$ cat src/rtl/player2_sprite_renderer_pkg.sv
// Shared sprite constants and types for the player sprite renderers.
package sprite_pkg;

   localparam int unsigned SPR_W   = 16;
   localparam int unsigned SPR_H   = 16;
   localparam int unsigned COORD_W = 10;
   localparam int unsigned OFF_W   = 11;
   localparam int unsigned ADDR_W  = 19;
   localparam int unsigned RGB_W   = 24;

   typedef logic [RGB_W-1:0]   rgb_t;
   typedef logic [COORD_W-1:0] coord_t;

   localparam rgb_t TRANSPARENT = 24'h000000;

   typedef struct packed {
      coord_t x;
      coord_t y;
      logic   face;
   } sprite_pos_t;

endpackage

$ cat src/rtl/player2_sprite_renderer_if.sv
// Scan, position-update, ROM and composited-pixel signals of the sprite renderer.
interface player2_sprite_renderer_if;
   import sprite_pkg::*;

   coord_t              DrawX;
   coord_t              DrawY;
   logic                pix_valid;
   rgb_t                bg_color;
   logic                frame_start;
   coord_t              pos_x;
   coord_t              pos_y;
   logic                pos_wr;
   logic                face_left;
   logic [ADDR_W-1:0]   read_address;
   rgb_t                rom_data;
   rgb_t                pixel_out;
   logic                sprite_hit;
   logic                out_valid;

   modport master (
      output DrawX, DrawY, pix_valid, bg_color, frame_start,
      output pos_x, pos_y, pos_wr, face_left, rom_data,
      input  read_address, pixel_out, sprite_hit, out_valid
   );

   modport slave (
      input  DrawX, DrawY, pix_valid, bg_color, frame_start,
      input  pos_x, pos_y, pos_wr, face_left, rom_data,
      output read_address, pixel_out, sprite_hit, out_valid
   );

endinterface

$ cat src/rtl/player2_sprite_renderer_sprite_pos_buffer.sv
// Double-buffered sprite position: writes land in a shadow set and move to
// the active set on frame_start, so a frame never sees a half-applied move.
module sprite_pos_buffer
   import sprite_pkg::*;
#(
   parameter coord_t INIT_X = 10'd480,
   parameter coord_t INIT_Y = 10'd400
) (
   input  logic        clk,
   input  logic        reset,
   input  logic        frame_start,
   input  logic        pos_wr,
   input  sprite_pos_t new_pos,
   output sprite_pos_t active
);

   localparam sprite_pos_t INIT_POS = '{x: INIT_X, y: INIT_Y, face: 1'b0};

   sprite_pos_t shadow;
   logic        pend;

   // A write coinciding with frame_start bypasses the shadow wait.
   always_ff @(posedge clk) begin
      if (reset) begin
         shadow <= INIT_POS;
         active <= INIT_POS;
         pend   <= 1'b0;
      end else if (pos_wr && frame_start) begin
         shadow <= new_pos;
         active <= new_pos;
         pend   <= 1'b0;
      end else if (pos_wr) begin
         shadow <= new_pos;
         pend   <= 1'b1;
      end else if (frame_start && pend) begin
         active <= shadow;
         pend   <= 1'b0;
      end
   end

endmodule

$ cat src/rtl/player2_sprite_renderer.sv
// Player 2 sprite compositor: hit test, ROM addressing and 3-stage pixel
// pipeline overlaying the sprite on the background with black as transparent.
module player2_sprite_renderer
   import sprite_pkg::*;
#(
   parameter coord_t INIT_X = 10'd480,
   parameter coord_t INIT_Y = 10'd400
) (
   input  logic                     Clk,
   input  logic                     Reset,
   player2_sprite_renderer_if.slave bus
);

   sprite_pos_t       req_pos;
   sprite_pos_t       act_pos;
   logic [OFF_W-1:0]  dx;
   logic [OFF_W-1:0]  dy;
   logic [OFF_W-1:0]  col;
   logic              in_box;
   logic [ADDR_W-1:0] addr_c;
   logic              opaque;

   logic              hit1;
   logic              v1;
   rgb_t              bg1;
   logic              hit2;
   logic              v2;
   rgb_t              bg2;

   assign req_pos = '{x: bus.pos_x, y: bus.pos_y, face: bus.face_left};

   sprite_pos_buffer #(
      .INIT_X (INIT_X),
      .INIT_Y (INIT_Y)
   ) u_pos (
      .clk         (Clk),
      .reset       (Reset),
      .frame_start (bus.frame_start),
      .pos_wr      (bus.pos_wr),
      .new_pos     (req_pos),
      .active      (act_pos)
   );

   // Negative offsets become large unsigned values and fail the box test.
   always_comb begin
      dx     = {1'b0, bus.DrawX} - {1'b0, act_pos.x};
      dy     = {1'b0, bus.DrawY} - {1'b0, act_pos.y};
      in_box = (dx < OFF_W'(SPR_W)) && (dy < OFF_W'(SPR_H)) && bus.pix_valid;
      col    = act_pos.face ? (OFF_W'(SPR_W - 1) - dx) : dx;
      addr_c = ADDR_W'(dy) * ADDR_W'(SPR_W) + ADDR_W'(col);
   end

   assign opaque = hit2 && (bus.rom_data != TRANSPARENT);

   // Stage 1 issues the ROM read, stage 2 waits on the ROM, stage 3 composites.
   always_ff @(posedge Clk) begin
      if (Reset) begin
         bus.read_address <= '0;
         hit1             <= 1'b0;
         v1               <= 1'b0;
         bg1              <= '0;
         hit2             <= 1'b0;
         v2               <= 1'b0;
         bg2              <= '0;
         bus.pixel_out    <= '0;
         bus.sprite_hit   <= 1'b0;
         bus.out_valid    <= 1'b0;
      end else begin
         bus.read_address <= in_box ? addr_c : '0;
         hit1             <= in_box;
         v1               <= bus.pix_valid;
         bg1              <= bus.bg_color;
         hit2             <= hit1;
         v2               <= v1;
         bg2              <= bg1;
         bus.out_valid    <= v2;
         if (v2) begin
            bus.pixel_out  <= opaque ? bus.rom_data : bg2;
            bus.sprite_hit <= opaque;
         end else begin
            bus.pixel_out  <= '0;
            bus.sprite_hit <= 1'b0;
         end
      end
   end

endmodule

$ cat src/flat_wrapper.sv
// flat-port wrapper written by rule: the top's interface ports become plain ports
module player2_sprite_renderer_flat import sprite_pkg::*;
#(
   parameter coord_t INIT_X = 10'd480,
   parameter coord_t INIT_Y = 10'd400
)
  (Clk, Reset, bus_DrawX, bus_DrawY, bus_pix_valid, bus_bg_color, bus_frame_start, bus_pos_x, bus_pos_y, bus_pos_wr, bus_face_left, bus_rom_data, bus_read_address, bus_pixel_out, bus_sprite_hit, bus_out_valid);
  player2_sprite_renderer_if bus_i ();
  input  logic Clk;
  input  logic Reset;
  input wire logic [$bits(bus_i.DrawX)-1:0] bus_DrawX;
  input wire logic [$bits(bus_i.DrawY)-1:0] bus_DrawY;
  input wire logic [$bits(bus_i.pix_valid)-1:0] bus_pix_valid;
  input wire logic [$bits(bus_i.bg_color)-1:0] bus_bg_color;
  input wire logic [$bits(bus_i.frame_start)-1:0] bus_frame_start;
  input wire logic [$bits(bus_i.pos_x)-1:0] bus_pos_x;
  input wire logic [$bits(bus_i.pos_y)-1:0] bus_pos_y;
  input wire logic [$bits(bus_i.pos_wr)-1:0] bus_pos_wr;
  input wire logic [$bits(bus_i.face_left)-1:0] bus_face_left;
  input wire logic [$bits(bus_i.rom_data)-1:0] bus_rom_data;
  output wire logic [$bits(bus_i.read_address)-1:0] bus_read_address;
  output wire logic [$bits(bus_i.pixel_out)-1:0] bus_pixel_out;
  output wire logic [$bits(bus_i.sprite_hit)-1:0] bus_sprite_hit;
  output wire logic [$bits(bus_i.out_valid)-1:0] bus_out_valid;
  assign bus_i.DrawX = bus_DrawX;
  assign bus_i.DrawY = bus_DrawY;
  assign bus_i.pix_valid = bus_pix_valid;
  assign bus_i.bg_color = bus_bg_color;
  assign bus_i.frame_start = bus_frame_start;
  assign bus_i.pos_x = bus_pos_x;
  assign bus_i.pos_y = bus_pos_y;
  assign bus_i.pos_wr = bus_pos_wr;
  assign bus_i.face_left = bus_face_left;
  assign bus_i.rom_data = bus_rom_data;
  assign bus_read_address = bus_i.read_address;
  assign bus_pixel_out = bus_i.pixel_out;
  assign bus_sprite_hit = bus_i.sprite_hit;
  assign bus_out_valid = bus_i.out_valid;
  player2_sprite_renderer #(.INIT_X(INIT_X), .INIT_Y(INIT_Y)) u_core (.Clk(Clk), .Reset(Reset), .bus(bus_i));
endmodule
$ cat config.mk
export PLATFORM = sky130hd
export DESIGN_NAME = player2_sprite_renderer_flat
export DESIGN_NICKNAME = d
export VERILOG_FILES = /design/src/rtl/player2_sprite_renderer_pkg.sv /design/src/rtl/player2_sprite_renderer_if.sv /design/src/rtl/player2_sprite_renderer_sprite_pos_buffer.sv /design/src/rtl/player2_sprite_renderer.sv /design/src/flat_wrapper.sv
export SDC_FILE = /design/constraint.sdc
export NUM_CORES = 1
export LEC_CHECK = 0
export BUFFER_PORTS_ARGS = -buffer_cell sky130_fd_sc_hd__buf_2
export CAP_MARGIN = 10
export CORE_MARGIN = 1
export CORE_UTILIZATION = 44
export DETAILED_ROUTE_END_ITERATION = 16
export GPL_TIMING_DRIVEN = 0
export PLACE_DENSITY = 0.72
export SYNTH_ARGS = -nofsm -noshare
export SYNTH_HDL_FRONTEND = slang
export SYNTH_HIERARCHICAL = 1
export SYNTH_SLANG_ARGS = --single-unit
$ cat constraint.sdc
create_clock -name Clk -period 4.22 [get_ports Clk]
set_clock_uncertainty 0.15 [all_clocks]
set_input_delay 0.633 -clock Clk [delete_from_list [all_inputs] [get_ports Clk]]
set_output_delay 0.633 -clock Clk [all_outputs]
set_load 0.05 [all_outputs]
[Yosys cells after proc, flatten, opt, wreduce, memory -nomap -nowiden]
Cells that the tools add are included.
Cells by class
  equality and inequality tests: 1
  mux-type cells: 9
  add/sub/neg operators: 4
  order comparisons: 2
  bitwise operators: 2
  reductions and logical operators: 13
Operator list (number)
  21-bit 2-to-1 mux: 5
  24-bit 2-to-1 mux: 1
  24-bit nonzero test: 1
  11-bit by 5-bit < comparator with 1-bit output (second input constant): 2
  10-bit by 10-bit subtractor with 11-bit output: 2
  15-bit by 11-bit adder with 16-bit output: 1
  11-bit 2-to-1 mux: 1
  4-bit by 11-bit subtractor with 11-bit output (first input constant): 1
  2-bit nonzero test: 3
  2-bit OR reduction: 3
  1-bit logical AND: 5
  1-bit 2-to-1 mux: 2
  2-bit by 1-bit inequality test with 1-bit output (second input constant): 1
  1-bit NOT: 2
  2-bit AND reduction: 1
Storage, ports and cells
  output and inout bits: 45
  bits of input ports: 94
  bits in registers: 140

[Longest topological paths before layout]
Gate-level depths: netlist (run 1).
  depth in word-level cells: 6
  depth in mapped cells: 19

[Cells and area by module]
The synthesis (run 1) kept the hierarchy.
By module, submodules not included
  player2_sprite_renderer: area each 4147.7 µm², cells each 435, instances 1, seq. area each 1881.8 µm²
  sprite_pos_buffer: area each 1574.0 µm², cells each 136, instances 1, seq. area each 860.8 µm²

[Worst setup path after synthesis (run 1)]
OpenSTA, ideal clock, no wires.
  kind: in2reg
  start point: in bus_DrawX[0]
  end point: reg u_core.bus.read_address[11]
  path buffers: 0
  setup slack: 0.493 ns
  arrival time: 3.457 ns
  stages: 18
  required time: 3.950 ns
  path through: inv_1 > ha_1 > inv_1 > fa_1 > a21oi_2 > o21bai_1 > xnor2_1 > ha_1 > nand2_1 > o21ai_0 > ha_1 > a21oi_1 > nor2b_1 > o21a_1 > o21a_1 > o21a_1 > o21ai_0 > a21oi_2
On the way
  longest elaborated chain between the ends: 6
  elaborated cells on any way between the ends: 9
  classes of those cells: add/sub (3); order compare (1); mux (1); bitwise (1); reduce/logical (3)
Ends and longest elaborated chain
  start: declaration: RTL line flat_wrapper.sv:11  | input wire logic [$bits(bus_i.DrawX)-1:0] bus_DrawX;
  10-bit by 10-bit subtractor with 11-bit output *: RTL line player2_sprite_renderer.sv:46  | dx = {1'b0, bus.DrawX} - {1'b0, act_pos.x};
  parallel branches: the longest is 5 deep, another holds 15-bit by 11-bit adder with 16-bit output
  end signal: assignment: RTL line player2_sprite_renderer.sv:69  | bus.read_address <= in_box ? addr_c : '0;
  end: declaration: RTL line player2_sprite_renderer_if.sv:29  | output read_address, pixel_out, sprite_hit, out_valid
Every way passes the cells marked *.
A chain may end at the register's enable or synchronous reset.

[Worst setup path after layout (run 1)]
  start point: reg u_core/u_pos/active[11] (netlist bit)
  end point: reg u_core.bus.read_address[11]
On the way
  longest elaborated chain between the ends: 6
  elaborated cells on any way between the ends: 9
  classes of those cells: add/sub (3); order compare (1); mux (1); bitwise (1); reduce/logical (3)
Ends and longest elaborated chain
  start: declaration: RTL line player2_sprite_renderer_sprite_pos_buffer.sv:14  | output sprite_pos_t active
  start signal: assignment: RTL line player2_sprite_renderer_sprite_pos_buffer.sv:30  | active <= new_pos;
  start signal: assignment: RTL line player2_sprite_renderer_sprite_pos_buffer.sv:36  | active <= shadow;
  10-bit by 10-bit subtractor with 11-bit output *: RTL line player2_sprite_renderer.sv:46
  parallel branches: the longest is 5 deep, another holds 15-bit by 11-bit adder with 16-bit output
Marks and branches as above.

==> results of run 1 <==
[layer usage]
metal / wire [microns] / up-vias
met5: 13 / -
met2: 5770 / 125
li1: - / 2255
met4: 201 / 2
met1: 5360 / 1969
met3: 705 / 16
[flip-flops by register name, indices dropped and copies added, names as in the netlist]
name	flops
u_core/bg1	24
u_core/bg2	24
u_core/bus.out_valid	1
u_core/bus.pixel_out	24
u_core/bus.read_address	16
u_core/bus.sprite_hit	1
u_core/hit1	1
u_core/hit2	1
u_core/u_pos/active	21
u_core/u_pos/pend	1
u_core/u_pos/shadow	21
u_core/v1	1
u_core/v2	1
[cells in the final DEF, fill, tap and decap left out, types with 5 or more instances in the layout]
master,n
conb_1,7
ha_1,28
nor2_1,60
dfxtp_1,137
o21ai_0,10
mux2i_1,40
a21oi_1,15
buf_2,139
clkbuf_16,17
buf_6,5
a2bb2oi_1,7
nand2_1,23
xnor2_1,8
o21a_1,10
a21o_1,5
nor2b_1,60
inv_1,35
nor3_1,8
buf_4,5
xor2_1,8
nand2b_1,13
a211oi_2,14
clkbuf_1,18
nor4_1,7
[cells by family (layout without fill, tap and decap cells)]
family / Yosys count / after routing / share of synthesized area, %
compound gates: 91 / 91 / 12.5
xor+xnor: 16 / 16 / 2.45
fa+ha+maj: 31 / 31 / 7.17
buf+inv: 63 / 228 / 5.23
flops: 137 / 137 / 47.9
mux: 41 / 41 / 7.19
other cells: 1 / 7 / 0.0655
simple gates: 191 / 191 / 17.5
[report_power, final]
group	internal [mW]	switching (mW)
registers	1.35	0.0174
clock network	0.817	0.505
logic	0.237	0.285
total	2.40	0.807
[synth_stat cells, types with 3 or more instances]
| cell type | number | share of area [%] |
|---|---|---|
| ha_1 | 28 | 6.1 |
| a21o_1 | 5 | 0.66 |
| xor2_1 | 8 | 1.2 |
| a31oi_1 | 4 | 0.44 |
| clkbuf_1 | 13 | 0.85 |
| o21ai_0 | 10 | 0.87 |
| buf_6 | 5 | 0.98 |
| nand2_1 | 23 | 1.5 |
| buf_4 | 5 | 0.66 |
| nor2_1 | 60 | 3.9 |
| o211ai_1 | 3 | 0.39 |
| a2bb2oi_1 | 7 | 1.1 |
| nor4_1 | 7 | 0.77 |
| fa_1 | 3 | 1.0 |
| xnor2_1 | 8 | 1.2 |
| nor2b_1 | 60 | 6.6 |
| mux2i_1 | 40 | 7.0 |
| nand2b_1 | 13 | 1.4 |
| a211oi_2 | 14 | 3.1 |
| buf_2 | 5 | 0.44 |
| o21a_1 | 10 | 1.3 |
| a21oi_1 | 15 | 1.3 |
| nor3_1 | 8 | 0.70 |
| dfxtp_1 | 137 | 48 |
| nand3_1 | 4 | 0.35 |
| inv_1 | 35 | 2.3 |
[through the flow]
stage / instance area, sq um / cells / setup WS, ps / hold WS, ps
after CTS: 7160 / 914 / 465 / 251
after global routing: 7160 / 914 / 255 / 262
after detailed placement: 6630 / 883 / 101 / 274
final: 7160 / 914 / 469 / 265
after global placement: 6630 / 883 / 145 / 267
after floorplan: 5740 / 577 / 493 / 264
[path summary, 6_finish.rpt]
path                                                 end  slack [ps]                                  from
hold / removal            u_core/u_pos/pend$_SDFFE_PP0P_         260                       bus_frame_start
hold reg to reg                u_core/bg2[17]$_SDFF_PP0_         280             u_core/bg1[17]$_SDFF_PP0_
setup / recovery  u_core/bus.read_address[11]$_SDFF_PP0_         470  u_core/u_pos/active[11]$_SDFFE_PP0P_
setup reg to reg  u_core/bus.read_address[11]$_SDFF_PP0_         470  u_core/u_pos/active[11]$_SDFFE_PP0P_
[layout make-up]
class	instances	area (sq um)	area share [%]
plain buffers	28	168	2.34
clock buffers	23	458	6.39
inverters	35	131	1.83
clock inverters	8	73.8	1.03
well taps	172	215	3.00
multi-input cells	377	2700	37.7
flip-flops and latches	137	2740	38.3
repair buffers	134	671	9.36
[critical path, stage by stage, from the launching register on]
cell and delay (ps):
dfxtp_1 360, ha_1 180, inv_1 50, fa_1 410, a21oi_2 200, o21bai_1 120
xnor2_1 320, ha_1 300, nand2_1 60, o21ai_0 110, ha_1 320, a21oi_1 140
nor2b_1 70, o21a_1 180, o21a_1 180, o21a_1 180, o21ai_0 190, a21oi_2 70
==> flow_metrics.tcl, run 1 <==
set metrics [dict create \
    outcome "finished clean" \
    grt_util_met1_pct 21.4 \
    fmax_ghz 0.267 \
    met3_usage_pct 5.70 \
    grt_pass1_vias 4189 \
    drv_slew 0 \
    hold_buffers 0 \
    fin_tns_setup_ps 0 \
    grt_use_met2_pct 32.4 \
    cp-start-kind "register" \
    rsz0062_at_grt "no" \
    relSlewSlack_pct 57.1 \
    power.density_nw_per_um2 448 \
    chipHeight_microns 116 \
    coreArea_sq_um 12700 \
    viasPerCell 4.78 \
    ys_warn_count 6 \
    wire_per_inst_microns 13.2 \
    nFillCells 1151 \
    ys.flop_type "dfxtp_1" \
    crit_type "register to register" \
    num_io_pins 139 \
    clk_path_buf_depth 2 \
    synthCells 571 \
    hp-class "input pin to register" \
    clk_pin_slew_ps 50 \
    hold_violations 0 \
    die-area_sq_um 13500 \
    finalPower_mw 3.21 \
    tightest_slew_ps 639 \
    required_ps 4370 \
    grt_usage_pct 18.8 \
    cts_setup_buffers 0 \
    leakage_nw 3.37 \
    setup-violations-final 0 \
    cts_resized 0 \
    dr.first_iter.drc_count 193 \
    synth_edf_count 0 \
    cts_tree "built" \
    drc 0 \
    grt_pass1_wl_microns 19100 \
    numPortBuffers 134 \
    htree_num_levels 4 \
    fin_crit_ps 3750 \
    initial_core_util_pct 45.2 \
    die_w_microns 116 \
    n_antenna_cell 0 \
    num_vias 4367 \
    grt_max_degree 17 \
    area_growth_pct 25.2 \
    hold_depth 2 \
    end_kind "register" \
    wl_microns 12000 \
    async_flop_share_pct 0 \
    irDropWorstVdd_mv 0.225 \
    synth_area_per_cell_sq_um 10.0 \
    busiest_layer "met2" \
    insertion_delay_ps 410 \
    ys_seq_area_share_pct 47.9 \
    clock-sinks 137 \
    clk_root_buffer_cell "clkbuf_16" \
    critPathMaxFanout 4 \
    syn-cell-area_sq_um 5720 \
    drive_gt1_share_pct 26.7 \
    max-cap-violations 0 \
    antenna_found_initial 1 \
    finish.utilization_pct 56.5 \
    ant_nets 0 \
    dp_hpwl_microns 9480 \
    first_pass_iters 4 \
    finalCritPeriodShare_pct 88.9 \
    gp_congestion 0.851 \
    arrival_ps 3900 \
    reg2reg_depth 17 \
    cts_made_buffers 17 \
    rows 41 \
    ys_seq_elements 137 \
    synth_cell_types 55 \
    grt_overflow 0 \
    fin_nets 855 \
]
Note: power is estimated with default switching activity, not from simulation.
==> inputs of run 2 (changes only) <==
CORE_UTILIZATION = 50   (was 44)
PLACE_DENSITY = 0.79   (was 0.72)
==> run 2 against run 1 <==
  * Die area decreased by 12%
  * Critical path depth increased by 2
  * Flip-flop and latch count unchanged
  * Hold slack about the same
  * Clock-buffer cell count decreased by 4
  * Cell count decreased by 3.4%
  * Clock power increased by 17%
  * Maximum frequency decreased by 1.2%
  * Non-clock buffer count unchanged
  * Global-route usage increased by 2.8 points
  * First-iteration DRC count increased by 11%
  * Power increased by 7.1%
  * Critical endpoint unchanged
  * Largest power group is now clock
==> flow_metrics.tcl, run 2 (same netlist as run 1, synthesis figures left out) <==
set metrics [dict create \
    grt_usage_pct 21.6 \
    nFillCells 867 \
    grt_max_degree 17 \
    outcome "finished clean" \
    dp_hpwl_microns 9310 \
    n_antenna_cell 0 \
    num_io_pins 139 \
    die-area_sq_um 11900 \
    grt_pass1_wl_microns 19400 \
    first_pass_iters 4 \
    dpl_worst_slack_ps 53.4 \
    end_kind "register" \
    wire_per_inst_microns 13.9 \
    hold_buffers 0 \
    clock-sinks 137 \
    fmax_ghz 0.263 \
    rrSetupSlack_ps 450 \
    arrival_ps 3950 \
    chipHeight_microns 109 \
    top_regs "u_core/bg1 x24, u_core/bg2 x24, u_core/bus.pixel_out x24" \
    wl_microns 12300 \
    whs_ps 265 \
    cp_num_buf_inv 3 \
    critical-path-max-stage-delay_ps 420 \
    setup_slack_ps 422 \
    crit_family "compound AO/OA/AOI/OAI gates" \
    grt_pass1_vias 4276 \
    worstPathCellList "buf_2 > inv_1 > ha_1 > inv_1 > fa_1 > a21oi_2 > o21bai_1 > xnor2_1 > ha_1 > nand2_1 > o21ai_0 > ha_1 > a21oi_1 > nor2b_1 > o21a_1 > o21a_1 > o21a_1 > o21ai_0 > a21oi_2" \
    finalPower_mw 3.43 \
    coreArea_sq_um 11000 \
    area_growth_pct 26.1 \
    setup-violations-final 0 \
    crit_type "input pin to register" \
    cts_resized 0 \
    register_area_sq_um 2740 \
    irDropWorstVdd_mv 0.368 \
    ant_nets 0 \
    crit_slowest_cell "fa_1" \
    finish.utilization_pct 65.7 \
    fin_crit_ps 3800 \
    drc 0 \
    leakage_nw 3.42 \
    tightest_slew_ps 683 \
    hold_violations 0 \
    fin_nets 855 \
    rsz0062_at_grt "no" \
    gp_congestion 0.874 \
    fin_cells 883 \
    multi_input_area_sq_um 2700 \
    rows 38 \
    cts_tree "built" \
    numPortBuffers 134 \
    num_vias 4476 \
    dr.first_iter.drc_count 214 \
    htree_num_levels 4 \
    required_ps 4370 \
    clk_path_buf_depth 2 \
    relSlewSlack_pct 54.2 \
    power.density_nw_per_um2 476 \
    grt_overflow 0 \
    initial_core_util_pct 52.1 \
    fin_tns_setup_ps 0 \
    drive_gt1_share_pct 27.3 \
    final_common_cell "buf_2" \
    finalCritPeriodShare_pct 90.0 \
    cts_setup_buffers 0 \
    max-cap-violations 0 \
    drv_slew 0 \
    cp-start-kind "input pin" \
    viasPerCell 5.07 \
    final_cell_mix "139 x buf_2, 137 x dfxtp_1, 60 x nor2b_1, 60 x nor2_1, 40 x mux2i_1" \
    critPathMaxFanout 4 \
    die_w_microns 109 \
    clk_pin_slew_ps 60 \
    antenna_found_initial 0 \
    placed_cells 851 \
    place_area_sq_um 6590 \
    clk_root_buffer_cell "clkbuf_16" \
    fin_area_sq_um 7220 \
    insertion_delay_ps 420 \
    hp-class "input pin to register" \
    cts_made_buffers 17 \
]
==> run 2: final timing paths <==
path	from	endpoint	cells past startpoint
worst max-delay path	bus_DrawX[0]	u_core/bus.read_address[11]$_SDFF_PP0_	19
worst min-delay path	bus_frame_start	u_core/u_pos/pend$_SDFFE_PP0P_	2
worst max register to register	u_core/u_pos/active[11]$_SDFFE_PP0P_	u_core/bus.read_address[11]$_SDFF_PP0_	17
worst min register to register	u_core/bg1[12]$_SDFF_PP0_	u_core/bg2[12]$_SDFF_PP0_	1
==> run 2: metal layers <==
| layer | vias to the layer above | global-route usage [%] | routed length [microns] |
|---|---|---|---|
| met5 | - | 0 | 0 |
| met4 | 0 | 10.0 | 259 |
| met3 | 26 | 5.62 | 741 |
| met2 | 154 | 39.0 | 6190 |
| met1 | 2043 | 23.4 | 5110 |
| li1 | 2253 | - | - |
==> run 2: layout make-up <==
type,count,share of cell area [%]
flip-flops and latches,137,38.0
multi-input cells,377,37.5
repair buffers,134,9.29
clock buffers,19,6.14
clock inverters,13,2.53
well taps,140,2.43
plain buffers,28,2.32
inverters,35,1.82
==> run 2: worst reg2reg max path: cells and delay by family (launching register included) <==
| kind | cells | cell delay (ps) |
|---|---|---|
| AO/OA/AOI/OAI | 9 | 1470 |
| flip-flops | 1 | 340 |
| buffers and inverters | 1 | 60 |
| XOR/XNOR | 1 | 300 |
| adder cells (fa/ha/maj) | 4 | 1200 |
| AND/OR/NAND/NOR | 2 | 140 |
==> run 2: power breakdown <==
group	internal [mW]	switching, mW	total (mW)
sequential	1.35	0.0173	1.36
clock	0.964	0.578	1.54
combinational	0.237	0.292	0.529
total	2.55	0.888	3.43
